**src/rtl/piso_serializer.sv**
```systemverilog
// piso_serializer: parallel-in, serial-out front end for the serial shift chain.
// A WIDTH-bit word is accepted with a valid/ready handshake, then sent out one
// bit per clock while shift_en is high. serial_valid marks each frame bit and
// frame_last marks the final one. After each frame the block can hold off the
// next load for GAP_CYCLES idle clocks.
module piso_serializer #(
  parameter int WIDTH      = 8,
  parameter int LSB_FIRST  = 1,
  parameter int GAP_CYCLES = 0
) (
  input  logic             clk,
  input  logic             rst,
  input  logic [WIDTH-1:0] data_in,
  input  logic             load_valid,
  output logic             load_ready,
  input  logic             shift_en,
  output logic             serial_out,
  output logic             serial_valid,
  output logic             frame_last,
  output logic             busy
);

  localparam int CNT_W = (WIDTH > 1) ? $clog2(WIDTH) : 1;

  localparam logic [1:0] ST_IDLE  = 2'd0;
  localparam logic [1:0] ST_SHIFT = 2'd1;
  localparam logic [1:0] ST_GAP   = 2'd2;

  localparam logic [CNT_W-1:0] LAST_IDX = CNT_W'(WIDTH - 1);
  localparam logic [7:0]       GAP_LOAD = 8'(GAP_CYCLES);

  logic [1:0]       state;
  logic [WIDTH-1:0] shift_reg;
  logic [CNT_W-1:0] bit_cnt;
  logic [7:0]       gap_cnt;

  logic             emit_bit;
  logic [WIDTH-1:0] shift_next;

  assign load_ready = (state == ST_IDLE);
  assign busy       = (state != ST_IDLE);

  // Select the bit leaving the register and the register's zero-filled next value.
  // NOTE: every always_comb output gets a default first so no path can infer a latch.
  always_comb begin
    emit_bit   = 1'b0;
    shift_next = shift_reg;
    if (LSB_FIRST != 0) begin
      emit_bit   = shift_reg[0];
      shift_next = shift_reg >> 1;
    end else begin
      emit_bit   = shift_reg[WIDTH-1];
      shift_next = shift_reg << 1;
    end
  end

  // Control FSM, datapath and registered serial outputs.
  // NOTE: sequential state uses non-blocking assignments so every register
  // samples the pre-edge values of its neighbours.
  always_ff @(posedge clk) begin
    if (rst) begin
      state        <= ST_IDLE;
      shift_reg    <= '0;
      bit_cnt      <= '0;
      gap_cnt      <= '0;
      serial_out   <= 1'b0;
      serial_valid <= 1'b0;
      frame_last   <= 1'b0;
    end else begin
      case (state)
        ST_IDLE: begin
          serial_out   <= 1'b0;
          serial_valid <= 1'b0;
          frame_last   <= 1'b0;
          if (load_valid && load_ready) begin
            shift_reg <= data_in;
            bit_cnt   <= '0;
            state     <= ST_SHIFT;
          end
        end

        ST_SHIFT: begin
          if (shift_en) begin
            serial_out   <= emit_bit;
            shift_reg    <= shift_next;
            serial_valid <= 1'b1;
            bit_cnt      <= bit_cnt + 1'b1;
            frame_last   <= (bit_cnt == LAST_IDX);
            if (bit_cnt == LAST_IDX) begin
              if (GAP_CYCLES > 0) begin
                gap_cnt <= GAP_LOAD;
                state   <= ST_GAP;
              end else begin
                state <= ST_IDLE;
              end
            end
          end else begin
            // Stall: serial_out, shift_reg and bit_cnt hold; only the qualifiers drop.
            serial_valid <= 1'b0;
            frame_last   <= 1'b0;
          end
        end

        ST_GAP: begin
          serial_out   <= 1'b0;
          serial_valid <= 1'b0;
          frame_last   <= 1'b0;
          gap_cnt      <= gap_cnt - 8'd1;
          if (gap_cnt == 8'd1) begin
            state <= ST_IDLE;
          end
        end

        default: begin
          state <= ST_IDLE;
        end
      endcase
    end
  end

endmodule

```
**config.mk**
```make
export PLATFORM = sky130hd
export DESIGN_NAME = piso_serializer
export DESIGN_NICKNAME = d
export VERILOG_FILES = /design/src/rtl/piso_serializer.sv
export SDC_FILE = /design/constraint.sdc
export NUM_CORES = 1
export LEC_CHECK = 0
export CAP_MARGIN = 10
export CORE_ASPECT_RATIO = 0.9
export CORE_MARGIN = 2
export CORE_UTILIZATION = 40
export DETAILED_ROUTE_END_ITERATION = 16
export GPL_ROUTABILITY_DRIVEN = 1
export PLACE_DENSITY_LB_ADDON = 0.1
export SLEW_MARGIN = 40
export SYNTH_ARGS = -nofsm -noshare
export SYNTH_HDL_FRONTEND = slang
export SYNTH_SLANG_ARGS = --single-unit
```
**constraint.sdc**
```tcl
create_clock -name clk -period 2.25 [get_ports clk]
set_input_delay 0.5625 -clock clk [delete_from_list [all_inputs] [get_ports clk]]
set_output_delay 0.5625 -clock clk [all_outputs]
set_load 0.05 [all_outputs]
```
# Yosys cells after proc, flatten, opt, wreduce, memory -nomap -nowiden
# Cells that the tools add are included.
# word_totals
reg_bits	24
in_bits	12
out_inout_bits	5
wordCells	43
# op_classes
addsub	2
eq_ne	8
muxes	17
reduce_logical	9
# ops
operator	count
8-bit two-way mux	2
8-bit case mux with 2 select lines	1
8-bit by 1-bit equality test with 1-bit output (second input constant)	1
2-bit two-way mux	4
8-bit by 1-bit subtractor with 8-bit output (second input constant)	1
3-bit two-way mux	2
2-bit inequality test (second input constant)	3
1-bit case mux with 2 select lines	3
2-bit case mux with 3 select lines	1
3-bit case mux with 2 select lines	1
2-bit nonzero test	3
4-bit AND reduction	1
3-bit by 1-bit adder with 3-bit output (second input constant)	1
3-bit equality test (second input constant)	1
1-bit two-way mux	3
3-bit AND reduction	1
2-bit by 1-bit equality test with 1-bit output (second input constant)	1
2-bit equality test (second input constant)	1
2-bit zero test	1
2-bit by 1-bit inequality test with 1-bit output (second input constant)	1
2-bit AND reduction	1
2-bit OR reduction	1
1-bit logical AND	1

# Longest topological paths before layout
# Gate-level depths: netlist (run 1).
# logic_depth
depth_word	4
depth_mapped	5
depth_no_buf	5

# Worst setup path before layout (run 1)
# No wires, ideal clock.
# synth_path
kind	register to output
startpoint	register state[0]
endpoint	output load_ready
arrival_ns	1.067
required_ns	1.688
slack_ns	0.621
stages_incl_launch_ff	3
cell_sequence	dfxtp_1 buf_6 inv_1
# synth_between
elab_chain_cells	1
# synth_lines
item	line	source
from (decl)	32	logic [1:0] state;
from (signal assigned)	62	state <= ST_IDLE;
from (signal assigned)	78	state <= ST_SHIFT;
from (signal assigned)	92	state <= ST_GAP;
2-bit zero test	40	assign load_ready = (state == ST_IDLE);
to (decl)	15	output logic load_ready,
# Every way passes these cells.

# Final worst setup path (run 1)
# layout_path
startpoint	register serial_out
endpoint	output serial_out
# layout_rtl
item	line	source
from (decl)	17	output logic serial_out,
from (signal assigned)	84	serial_out <= emit_bit;
# No word-level cell between the ends.

==> results of run 1 <==
where the power goes:
part / switching [µW] / internal [µW] / leakage (µW) / total, µW
Sequential: 12.7 / 282 / 0.000123 / 294
Clock: 78.2 / 68.8 / 0.0000150 / 147
Combinational: 54.2 / 56.0 / 0.000223 / 110
through the flow:
step           power, µW  setup slack (ps)  area [µm²]  hold slack [ps]  utilization (%)
2_1_floorplan      375.0             620.6       708.2            498.4                -
3_3_place_gp       410.3             313.7       884.6            519.3            53.16
3_5_place_dp       411.9             304.2       884.6            521.0            53.16
4_1_cts            562.3             248.4       910.9            541.7            54.74
5_1_grt            584.6             208.0       910.9            567.1            54.74
6_report           551.6             268.2       910.9            534.7            54.74
layer usage:
| metal | GRT usage [%] | vias to the layer above | part of all wire [%] |
|---|---|---|---|
| met1 | 16.81 | 222 | 51 |
| met2 | 22.78 | 15 | 42 |
| li1 | - | 274 | - |
| met5 | 0 | - | 0 |
| met3 | 5.517 | 2 | 6.1 |
| met4 | 6.857 | 0 | 0.92 |
how the worst min path moves through the flow:
stage	start	to	slack, ps	cells past startpoint
after floorplan	shift_reg[4]$_SDFFE_PP0P_	shift_reg[4]$_SDFFE_PP0P_	500	2
after global placement	shift_reg[2]$_SDFFE_PP0P_	shift_reg[2]$_SDFFE_PP0P_	520	2
after detailed placement	serial_out$_SDFFE_PP0P_	serial_out$_SDFFE_PP0P_	520	2
after CTS	shift_reg[1]$_SDFFE_PP0P_	shift_reg[1]$_SDFFE_PP0P_	540	2
after global routing	shift_reg[1]$_SDFFE_PP0P_	shift_reg[1]$_SDFFE_PP0P_	570	2
final	shift_reg[3]$_SDFFE_PP0P_	shift_reg[3]$_SDFFE_PP0P_	530	2
final cells by class:
type                       count  area, µm²
multi-input combinational     47      367.9
timing repair buffer          18      182.7
sequential                    15      300.3
fill                         149      753.2
clock buffer                   4      26.28
tap                           24      30.03
inverter                       1      3.754
cell usage after synthesis:
cell      number
dfxtp_1       15
nor2_1        13
mux2i_1        8
a211oi_2       6
a21oi_1        3
nand2_1        3
nor3b_1        3
buf_2          2
buf_6          2
ha_1           2
mux2_2         2
a311oi_1       1
a311oi_2       1
and2_1         1
clkbuf_1       1
inv_1          1
mux2_4         1
nor3_1         1
o22a_1         1
xor2_1         1
cells by family after synthesis:
| family | count (synthesis) |
|---|---|
| compound gates | 12 |
| xor+xnor | 1 |
| fa+ha+maj | 2 |
| buf+inv | 6 |
| flops | 15 |
| mux | 11 |
| simple gates | 21 |
==> flow_summary.ini, run 1 <==
[sta]
finalCriticalPeriod_ps = 1982
tns_ps = 0
finalCritPeriodShare_pct = 88.08
setup_viol = 0
relSlewSlack_pct = 66.98
hold_viol_final = 0
timing.fmax_ghz = 0.5046
skew_ps = 1.858
grt_setup_unrepaired = false
tightestPinTransition_ps = 493.8
slew_violations = 0

[worst_setup_path]
max_stage_delay_ps = 800
start_kind = flop
critPathLaunch = serial_out$_SDFFE_PP0P_
crit_chain = clkdlybuf4s50_1
slowest_stage = clkdlybuf4s50_1
reg2reg_to = shift_reg[2]$_SDFFE_PP0P_
cp.depth = 1
end_kind = output pin
r2r-start = state[0]$_SDFFE_PP0P_
worstPathBufferInverterCount = 1
path_max_fanout = 2
reg2reg_depth = 3
critPathArrivalTime_ps = 1420
critPathKind = flop to output pin
ff2ff_setup_slack_ps = 880
critPathCapture = serial_out
worstPathRequired_ps = 1690
critPathTopFamily = buffers and inverters

[yosys]
synth_compound_area_share_pct = 17.31
synth_top_area_cell = dfxtp_1
synth_warnings = 0
syn_area_per_cell_um2 = 10.41
synth_cell_types = 20
syn_area_um2 = 708.2
yosysTopAreaCellShare_pct = 42.40
synth_cells = 68
syn_nets = 82
synth_xor_area_share_pct = 1.237
synth_seq_area_share_pct = 42.40
ys_ff_latch = 15
synth_mux_area_share_pct = 16.61
netlist_top_cells_area = dfxtp_1, mux2i_1, a211oi_2
yosys.area_share.simple_pct = 13.25
synth_fa_ha_area_share_pct = 3.534
synth_top_family_by_area = compound AO/OA/AOI/OAI gates

[drt]
wl_um = 1191
first_pass_iters = 2
routed-via-count = 513
antenna_left = 0
routed_via_density = 4.706
routedWlPerCell_um = 10.93
drc = 0
first_iter_violations = 3

[layout]
final_layout_size_suffix_gt1_share_pct = 20.00
diodes = 0
nNetsFinal = 100
final_cell_mix = dfxtp_1, clkdlybuf4s50_1, nor2_1
area_delta_synth_final_pct = 28.62
largest_reg_flops = 8
final_common_cell = dfxtp_1
final_cells = 109

[grt]
grt_antenna_before_repair = 0
track_usage_pct = 14.14
grt_pass1_vias = 521
grt_overflow = 0
grt_max_degree = 15
grt_pass1_wl_um = 2283

[clocking]
cts_tree = built
cts_setup_buffers = 0
root_buffer = clkbuf_4
cts.clk_slew.worst_paths_ps = 80
htree_levels = 1
holdBufCountCts = 0
cts_resized = 0
clock_latency_ps = 280
cts_buffers = 3
cts_sinks = 15
cts_buffer_depth = 2

[die]
die_w_um = 48.35
ios = 17
die_h_um = 43.92
core_mm2 = 0.001664
die_area_mm2 = 0.002123
start_util_pct = 42.56
row_count = 14

[hold_path]
min_path_type = flop to flop

[power]
p_per_area_mw_per_mm2 = 605.5
leakage_uw = 0.0003617
ir_worst_vdd_mv = 0.3955

[run]
cap_viol_max_count = 0

[placement]
port_buffers = 16
dp_cells = 105
place_congestion = 0.6792
hpwl_um = 859.5

[outcome]
status = finished clean
Note: power is estimated with default switching activity, not from simulation.
==> run 2, diff against run 1 <==
CAP_MARGIN = 20   (was 10)
CORE_MARGIN = default   (was 2)
==> run 2 against run 1 <==
Net effect:
- via count increased by 0.78%
- non-clock buffer count is 1 higher
- clock power is 4% higher
- routed wire length shrank 0.34%
- critical endpoint unchanged
==> flow_summary.ini, run 2 (synthesized netlist as in run 1, its figures left out) <==
[outcome]
status = finished clean

[sta]
grt_setup_unrepaired = false
hold_viol_final = 0
timing.hold.ws_ps = 532.7
timing.fmax_ghz = 0.5024
slew_violations = 0
tns_ps = 0
setup_viol = 0
relSlewSlack_pct = 62.16
setup_ws_ps = 259.5
finalCritPeriodShare_pct = 88.47
finalCriticalPeriod_ps = 1991
skew_ps = 10.80
tightestPinTransition_ps = 566.8

[layout]
final_area_um2 = 919.6
nNetsFinal = 101
diodes = 0
final_layout_size_suffix_gt1_share_pct = 22.09
final_cells = 110
largest_reg_flops = 8
final_cell_mix = dfxtp_1, clkdlybuf4s50_1, nor2_1
multi_input_area_um2 = 367.9
final_common_cell = dfxtp_1
area_delta_synth_final_pct = 29.86
register_area_um2 = 300.3
fill_cells = 161

[die]
core_mm2 = 0.001664
die_h_um = 41.92
row_count = 14
start_util_pct = 42.56
die_w_um = 46.35
die_area_mm2 = 0.001943
ios = 17

[power]
leakage_uw = 0.0003692
ir_worst_vdd_mv = 0.3387
p_per_area_mw_per_mm2 = 607.2

[clocking]
cts_buffers = 3
root_buffer = clkbuf_4
clock_latency_ps = 290
holdBufCountCts = 0
htree_levels = 1
cts_buffer_depth = 2
cts.clk_slew.worst_paths_ps = 80
cts_tree = built
cts_sinks = 15
cts_setup_buffers = 0
cts_resized = 0

[worst_setup_path]
critPathTopFamily = buffers and inverters
critPathKind = flop to output pin
crit_chain = clkdlybuf4s50_1
end_kind = output pin
path_max_fanout = 2
critPathArrivalTime_ps = 1430
worstPathRequired_ps = 1690
slowest_stage = clkdlybuf4s50_1
start_kind = flop
worstPathBufferInverterCount = 1
max_stage_delay_ps = 800

[placement]
dp_cells = 106
port_buffers = 16
preCtsSetupSlack_ps = 279.0
place_congestion = 0.7227
hpwl_um = 825.3
place_area_um2 = 892.1

[grt]
busiest_layer = met2
grt_pass1_wl_um = 2152
grt_max_degree = 16
met3_usage_pct = 6.957
grt_pass1_vias = 484
grt_antenna_before_repair = 0
track_usage_pct = 16.00
grt_overflow = 0
met1_usage_pct = 20.49
gr-usage-met2_pct = 21.94

[run]
cap_viol_max_count = 0

[drt]
routed-via-count = 517
wl_um = 1187
antenna_left = 0
drc = 0
routed_via_density = 4.700
routedWlPerCell_um = 10.79
first_iter_violations = 5
first_pass_iters = 2

[hold_path]
min_path_type = flop to flop
==> run 2: cell types whose count changed in the layout (fill, tap and decap cells not counted), sizes merged <==
| cell | change |
|---|---|
| buf | +1 |
| clkbuf | -1 |
| clkinv | +1 |
==> run 2: final cells by class <==
type	instances	area share [%]
Timing Repair Buffer	19	20.68
Tap cell	24	3.265
Inverter	1	0.4082
Clock buffer	3	2.449
Multi-Input combinational cell	47	40.00
Clock inverter	1	0.5442
Sequential cell	15	32.65
==> run 2: worst paths after layout <==
| path | from | end | slack [ps] | cells after the start |
|---|---|---|---|---|
| max reg2reg | state[0]$_SDFFE_PP0P_ | shift_reg[6]$_SDFFE_PP0P_ | 780 | 3 |
| max | serial_out$_SDFFE_PP0P_ | serial_out | 260 | 1 |
| min | shift_reg[1]$_SDFFE_PP0P_ | shift_reg[1]$_SDFFE_PP0P_ | 530 | 2 |
| min reg2reg | shift_reg[1]$_SDFFE_PP0P_ | shift_reg[1]$_SDFFE_PP0P_ | 530 | 2 |
==> run 2: worst register-to-register path, cell delays in order, from the launching register on <==
cell and delay, ps:
dfxtp_1 690, mux2_4 440, nor2_1 150, a311oi_2 60
==> run 2: metal layers <==
layer | vias up | share of wire, %
li1 | 277 | -
met1 | 222 | 50
met2 | 14 | 41
met3 | 4 | 6.8
met4 | 0 | 2.3
met5 | - | 0
==> run 2: report_power, final <==
group          internal, µW  switching [µW]  total [µW]
logic                  57.1            53.3         110
clock network          66.1            86.6         153
registers               282            13.6         295
total                   405             153         558
==> run 2: through the flow <==
| stage | util (%) | power [µW] |
|---|---|---|
| 3_5_place_dp | 53.61 | 412.8 |
| 4_1_cts | 55.26 | 569.4 |
| 5_1_grt | 55.26 | 592.7 |
| 2_1_floorplan | - | 375.0 |
| 6_report | 55.26 | 558.4 |
| 3_3_place_gp | 53.61 | 411.4 |
